File: src/rtl/mem_port_arbiter.sv
// mem_port_arbiter: shares one memory bus port between instruction fetch and the LSU,
// with LSU priority and a bounded-starvation override for fetch.
module mem_port_arbiter #(
  parameter int ADDR_W     = 32,
  parameter int DATA_W     = 32,
  parameter int STARVE_MAX = 4
) (
  input  logic                clk_i,
  input  logic                rst_i,
  input  logic                if_req_i,
  input  logic [ADDR_W-1:0]   if_addr_i,
  output logic                if_gnt_o,
  output logic                if_rvalid_o,
  output logic [DATA_W-1:0]   if_rdata_o,
  input  logic                lsu_req_i,
  input  logic                lsu_we_i,
  input  logic [ADDR_W-1:0]   lsu_addr_i,
  input  logic [DATA_W-1:0]   lsu_wdata_i,
  input  logic [DATA_W/8-1:0] lsu_be_i,
  output logic                lsu_gnt_o,
  output logic                lsu_rvalid_o,
  output logic [DATA_W-1:0]   lsu_rdata_o,
  output logic                mem_req_o,
  output logic                mem_we_o,
  output logic [ADDR_W-1:0]   mem_addr_o,
  output logic [DATA_W-1:0]   mem_wdata_o,
  output logic [DATA_W/8-1:0] mem_be_o,
  input  logic                mem_ready_i,
  input  logic [DATA_W-1:0]   mem_rdata_i,
  output logic                if_stall_o,
  output logic                lsu_stall_o
);
  localparam int BE_W = DATA_W / 8;
  localparam logic [3:0] SMAX = 4'(STARVE_MAX);
  typedef enum logic [1:0] {IDLE, IF_ACT, LSU_ACT} state_e;
  state_e            state_q, state_d;
  logic [3:0]        starve_q, starve_d;
  logic              if_gnt_q, if_gnt_d, lsu_gnt_q, lsu_gnt_d;
  logic              if_rvalid_q, if_rvalid_d, lsu_rvalid_q, lsu_rvalid_d;
  logic [DATA_W-1:0] if_rdata_q, if_rdata_d, lsu_rdata_q, lsu_rdata_d;
  logic              mem_req_q, mem_req_d, mem_we_q, mem_we_d;
  logic [ADDR_W-1:0] mem_addr_q, mem_addr_d;
  logic [DATA_W-1:0] mem_wdata_q, mem_wdata_d;
  logic [BE_W-1:0]   mem_be_q, mem_be_d;
  logic              if_win;
  assign if_win = if_req_i & (~lsu_req_i | (starve_q == SMAX));
  always_comb begin
    state_d      = state_q;
    starve_d     = starve_q;
    if_gnt_d     = 1'b0;
    lsu_gnt_d    = 1'b0;
    if_rvalid_d  = 1'b0;
    lsu_rvalid_d = 1'b0;
    if_rdata_d   = if_rdata_q;
    lsu_rdata_d  = lsu_rdata_q;
    mem_req_d    = mem_req_q;
    mem_we_d     = mem_we_q;
    mem_addr_d   = mem_addr_q;
    mem_wdata_d  = mem_wdata_q;
    mem_be_d     = mem_be_q;
    if (state_q == IDLE) begin
      if (if_req_i | lsu_req_i) begin
        state_d     = if_win ? IF_ACT : LSU_ACT;
        if_gnt_d    = if_win;
        lsu_gnt_d   = ~if_win;
        mem_req_d   = 1'b1;
        mem_we_d    = ~if_win & lsu_we_i;
        mem_addr_d  = if_win ? if_addr_i : lsu_addr_i;
        mem_wdata_d = if_win ? '0 : lsu_wdata_i;
        mem_be_d    = if_win ? '1 : lsu_be_i;
        starve_d    = if_win ? 4'd0 : (if_req_i && starve_q != SMAX) ? starve_q + 4'd1 : starve_q;
      end
    end else if (mem_ready_i) begin
      state_d      = IDLE;
      mem_req_d    = 1'b0;
      if_rvalid_d  = state_q == IF_ACT;
      lsu_rvalid_d = state_q == LSU_ACT;
      if_rdata_d   = state_q == IF_ACT ? mem_rdata_i : if_rdata_q;
      lsu_rdata_d  = state_q == LSU_ACT ? mem_rdata_i : lsu_rdata_q;
    end
  end
  always_ff @(posedge clk_i) begin
    if (rst_i) begin
      state_q      <= IDLE;
      starve_q     <= '0;
      if_gnt_q     <= 1'b0;
      lsu_gnt_q    <= 1'b0;
      if_rvalid_q  <= 1'b0;
      lsu_rvalid_q <= 1'b0;
      if_rdata_q   <= '0;
      lsu_rdata_q  <= '0;
      mem_req_q    <= 1'b0;
      mem_we_q     <= 1'b0;
      mem_addr_q   <= '0;
      mem_wdata_q  <= '0;
      mem_be_q     <= '0;
    end else begin
      state_q      <= state_d;
      starve_q     <= starve_d;
      if_gnt_q     <= if_gnt_d;
      lsu_gnt_q    <= lsu_gnt_d;
      if_rvalid_q  <= if_rvalid_d;
      lsu_rvalid_q <= lsu_rvalid_d;
      if_rdata_q   <= if_rdata_d;
      lsu_rdata_q  <= lsu_rdata_d;
      mem_req_q    <= mem_req_d;
      mem_we_q     <= mem_we_d;
      mem_addr_q   <= mem_addr_d;
      mem_wdata_q  <= mem_wdata_d;
      mem_be_q     <= mem_be_d;
    end
  end
  assign if_gnt_o     = if_gnt_q;
  assign lsu_gnt_o    = lsu_gnt_q;
  assign if_rvalid_o  = if_rvalid_q;
  assign lsu_rvalid_o = lsu_rvalid_q;
  assign if_rdata_o   = if_rdata_q;
  assign lsu_rdata_o  = lsu_rdata_q;
  assign mem_req_o    = mem_req_q;
  assign mem_we_o     = mem_we_q;
  assign mem_addr_o   = mem_addr_q;
  assign mem_wdata_o  = mem_wdata_q;
  assign mem_be_o     = mem_be_q;
  assign if_stall_o   = if_req_i & ~if_rvalid_q;
  assign lsu_stall_o  = lsu_req_i & ~lsu_rvalid_q;
endmodule
File: config.mk
export PLATFORM = sky130hd
export DESIGN_NAME = mem_port_arbiter
export DESIGN_NICKNAME = d
export VERILOG_FILES = /design/src/rtl/mem_port_arbiter.sv
export SDC_FILE = /design/constraint.sdc
export NUM_CORES = 1
export LEC_CHECK = 0
export ABC_AREA = 1
export CAP_MARGIN = 10
export CORE_UTILIZATION = 30
export CTS_BUF_LIST = sky130_fd_sc_hd__clkbuf_16
export DETAILED_ROUTE_END_ITERATION = 6
export GPL_TIMING_DRIVEN = 0
export HOLD_SLACK_MARGIN = 0.08
export PLACE_DENSITY = 0.61
export SYNTH_ARGS = -nofsm -noshare
export SYNTH_HDL_FRONTEND = slang
export SYNTH_SLANG_ARGS = --single-unit
File: constraint.sdc
create_clock -name clk_i -period 1.7 [get_ports clk_i]
set_input_delay 0.34 -clock clk_i [delete_from_list [all_inputs] [get_ports clk_i]]
set_output_delay 0.34 -clock clk_i [all_outputs]
set_load 0.02 [all_outputs]
==> impl_results.md <==
- RD Place Congestion: between 0.7 and 0.8
- # port buffers: ~280
- R2R setup slack: around 150 ps
- Setup WS pre-CTS: -1020 ps
- Row Count: 50
- Top-area cell type share of the netlist area: 49.6%
- Launch point of the worst path: if_req_i
- YS warnings: 0
- CP Class: primary input to output pin
- Synth cell count leaders: dfxtp_1 (144), nand3_1 (137), nand2_1 (108)
- Cells after Synth: ~790
- Clock sink total: around 140
- Cell internal pwr: between 6 and 7 mW
- Number of flops mapped to enable cells by yosys: 0
- Main combinational cell family by area after synthesis: simple AND/OR/NAND/NOR gates
- Initial core utilization: a little over 30%
- Reg2reg path depth: 9
- Root buffer cell: clkbuf_16
- HP Class: primary input to flip-flop
- Post-synthesis mux area share: 0%
- Switching share of total power: approximately 30%
- Max_slew headroom: 64.4%
- Worst-path maximum fanout: 3
- DRC violations left: 0
- Leading area contributor after synthesis: dfxtp_1
- FFs w/ async S/R, synth: 0%
- Initial antenna violation count: 0
- Antenna Cells: 0
- Seq cells post-synth: 144
- Setup violations, final: 0
- Leak: roughly 4.4 nW
- Fin worst setup slack: between 60 and 70 ps
- Mapped Area: slightly below 6000 um2
- Vias per inst: between 4 and 5
- Worst r2r src: starve_q[0]$_SDFFE_PP0P_
- Setup TNS: 0 ps
- Syn_area_per_cell: approximately 7.4 um2
- Vias: 6114
- Count of cell types in the netlist: 22
- Worst Max-Slew Pin Slew: between 500 and 600 ps
- Fin. max-slew vios: 0
- Remaining global-route overflow: 0
- Sw power: around 2.8 mW
- HPWL Detailed: ~15 mm
- Crit path time final: around 1600 ps
- DR WL/cell: approximately 15 um
- Global Route Usage Sum: between 20% and 30%
- Synth Area in Adders: less than 1%
- Clock Power Share: between 30% and 40%
- Max-Cap Viols: 0
- Register area share after synthesis: just under 50%
- Finished Core Util: about half
- H-tree levels: 4
- Routed Antenna Nets: 0
- Routed WL: about 20 mm
- Layout cells sized above 1: just under 8%
- Final Cycle Share: 96.0%
- Startpoint Class: primary input
- Syn nets: between 900 and 1000
- Initial DRC count: about 220
- Critical Path Sink Type: output pin
- Final hold viol count: 0
- TritonCTS buffer count: 17
- End point of the critical path: if_stall_o
- RSZ-0062 raised after global routing: false
- Worst vdd ir: between 0.6 and 0.7 mV
- Horiz. Die Dim: between 100 and 150 um
- Most frequent cell after synthesis: dfxtp_1
- CTS tree: done
- PD cells: between 900 and 1000 nW/um2
- Flop pwr share: 41.1%
- Clk buf depth: 2
- Clock Skew: around 10 ps
- Complex-gate fraction of the synthesized area: around 15%
- Syn-to-layout area delta: 60.5%
- RR Endpoint: mem_wdata_o[13]$_SDFFE_PP0N_
- Post-Synth Simple-Gate Area: 24.7%
- First-pass GRT wire length: between 30 and 40 mm
- Synth Flop Type: dfxtp_1
- Core area: 18800 um2
- Required time of the worst setup path: ~1400 ps
- Vias in the first global route: about 5800
- IO Pins: roughly 280
- Synth area leaders: dfxtp_1 (50%), nand3_1 (12%), a21oi_1 (8.6%)
- Drt pass-1 iters: 4
- Die Area: approximately 20000 um2
- Status: completed
- Gate power share: 20.1%
- Post-synthesis xor/xnor area fraction: 0.151%
- Worst skew pair latency: ~420 ps
- Worst EP arrival: approximately 1300 ps
- NumNets Final: around 1200
- Fmax: a little over 600 MHz
- Die span in y: between 100 and 150 um
- Clk slew on worst S/H paths: 60 ps
- Largest net degree at the start of global routing: 19
-- power by group through the flow --
| stage | logic (mW) | registers (mW) | clock network [mW] |
|---|---|---|---|
| after floorplan | 0.652 | 4.11 | 0 |
| after global placement | 1.99 | 3.81 | 0 |
| after detailed placement | 1.99 | 3.82 | 0 |
| after CTS | 1.84 | 3.74 | 3.63 |
| after global routing | 2.00 | 3.77 | 3.79 |
| final | 1.82 | 3.74 | 3.52 |
-- worst min-delay path by stage --
stage	from	end	slack [ps]	cells after the start
after floorplan	state_q[0]$_SDFFE_PP0P_	state_q[0]$_SDFFE_PP0P_	470	2
after global placement	lsu_rdata_o[23]$_SDFFE_PP0P_	lsu_rdata_o[23]$_SDFFE_PP0P_	430	2
after detailed placement	lsu_rdata_o[25]$_SDFFE_PP0P_	lsu_rdata_o[25]$_SDFFE_PP0P_	430	2
after CTS	mem_ready_i	if_rdata_o[1]$_SDFFE_PP0P_	250	3
after global routing	mem_ready_i	if_rdata_o[1]$_SDFFE_PP0P_	270	3
final	mem_ready_i	if_rdata_o[0]$_SDFFE_PP0P_	270	3
-- final cells by class --
| cell class | instances | area [um2] |
|---|---|---|
| clock inverters | 15 | 130 |
| repair buffers | 277 | 2590 |
| well taps | 260 | 325 |
| clock buffers | 17 | 425 |
| inverters | 77 | 290 |
| multi-input cells | 502 | 2330 |
| fillers | 1911 | 9510 |
| plain buffers | 63 | 342 |
| flip-flops and latches | 144 | 2890 |
-- worst max-delay path, stage by stage --
cell and delay (ps):
clkdlybuf4s50_1 530, buf_6 130, inv_1 30, nor2_1 80, buf_2 180
-- through the flow --
step	std cells	hold slack, ps	power (mW)	area [um2]
5_1_grt	1355	266	9.55	9330
3_5_place_dp	1323	435	5.81	8900
3_3_place_gp	1323	431	5.80	8900
2_1_floorplan	787	468	4.76	5810
6_report	1355	273	9.08	9330
4_1_cts	1355	253	9.20	9290
-- per-layer routing --
metal	vias up	wire length (um)	GRT usage, %
li1	3167	-	-
met1	2732	9060	24.9
met2	186	9040	31.7
met3	29	1420	6.79
met4	0	474	8.07
met5	-	0	0
-- cells by family after synthesis --
kind of cell	Yosys count
AND/OR/NAND/NOR	330
AO/OA/AOI/OAI	169
flip-flops	144
buffers and inverters	141
adder cells (fa/ha/maj)	2
XOR/XNOR	1
-- flip-flops by register name (all words and copies together), names as in the netlist, 2 cells and up --
name	flops
if_rdata_o	32
lsu_rdata_o	32
mem_addr_o	32
mem_be_o	4
mem_wdata_o	32
starve_q	4
state_q	2
-- repair_timing --
item | CTS | global route
hold buffers | 0 | 0
endpoints found under the setup margin | 152 | 69
buffers inserted | 1 | 0
resized for setup | 148 | 21
cloned | 0 | 0
-- placed cells by master (no fill, tap or decap), types with 3 or more instances in the layout --
cell	n
a21oi_1	99
buf_2	23
buf_4	8
buf_6	4
clkbuf_1	21
clkbuf_16	17
clkbuf_2	3
clkbuf_4	5
clkdlybuf4s50_1	136
clkinvlp_4	4
dfxtp_1	142
dlygate4sd2_1	136
inv_1	75
inv_6	4
nand2_1	107
nand3_1	137
nor2_1	78
o21ai_0	67
Power figures use the tool's default switching activity.
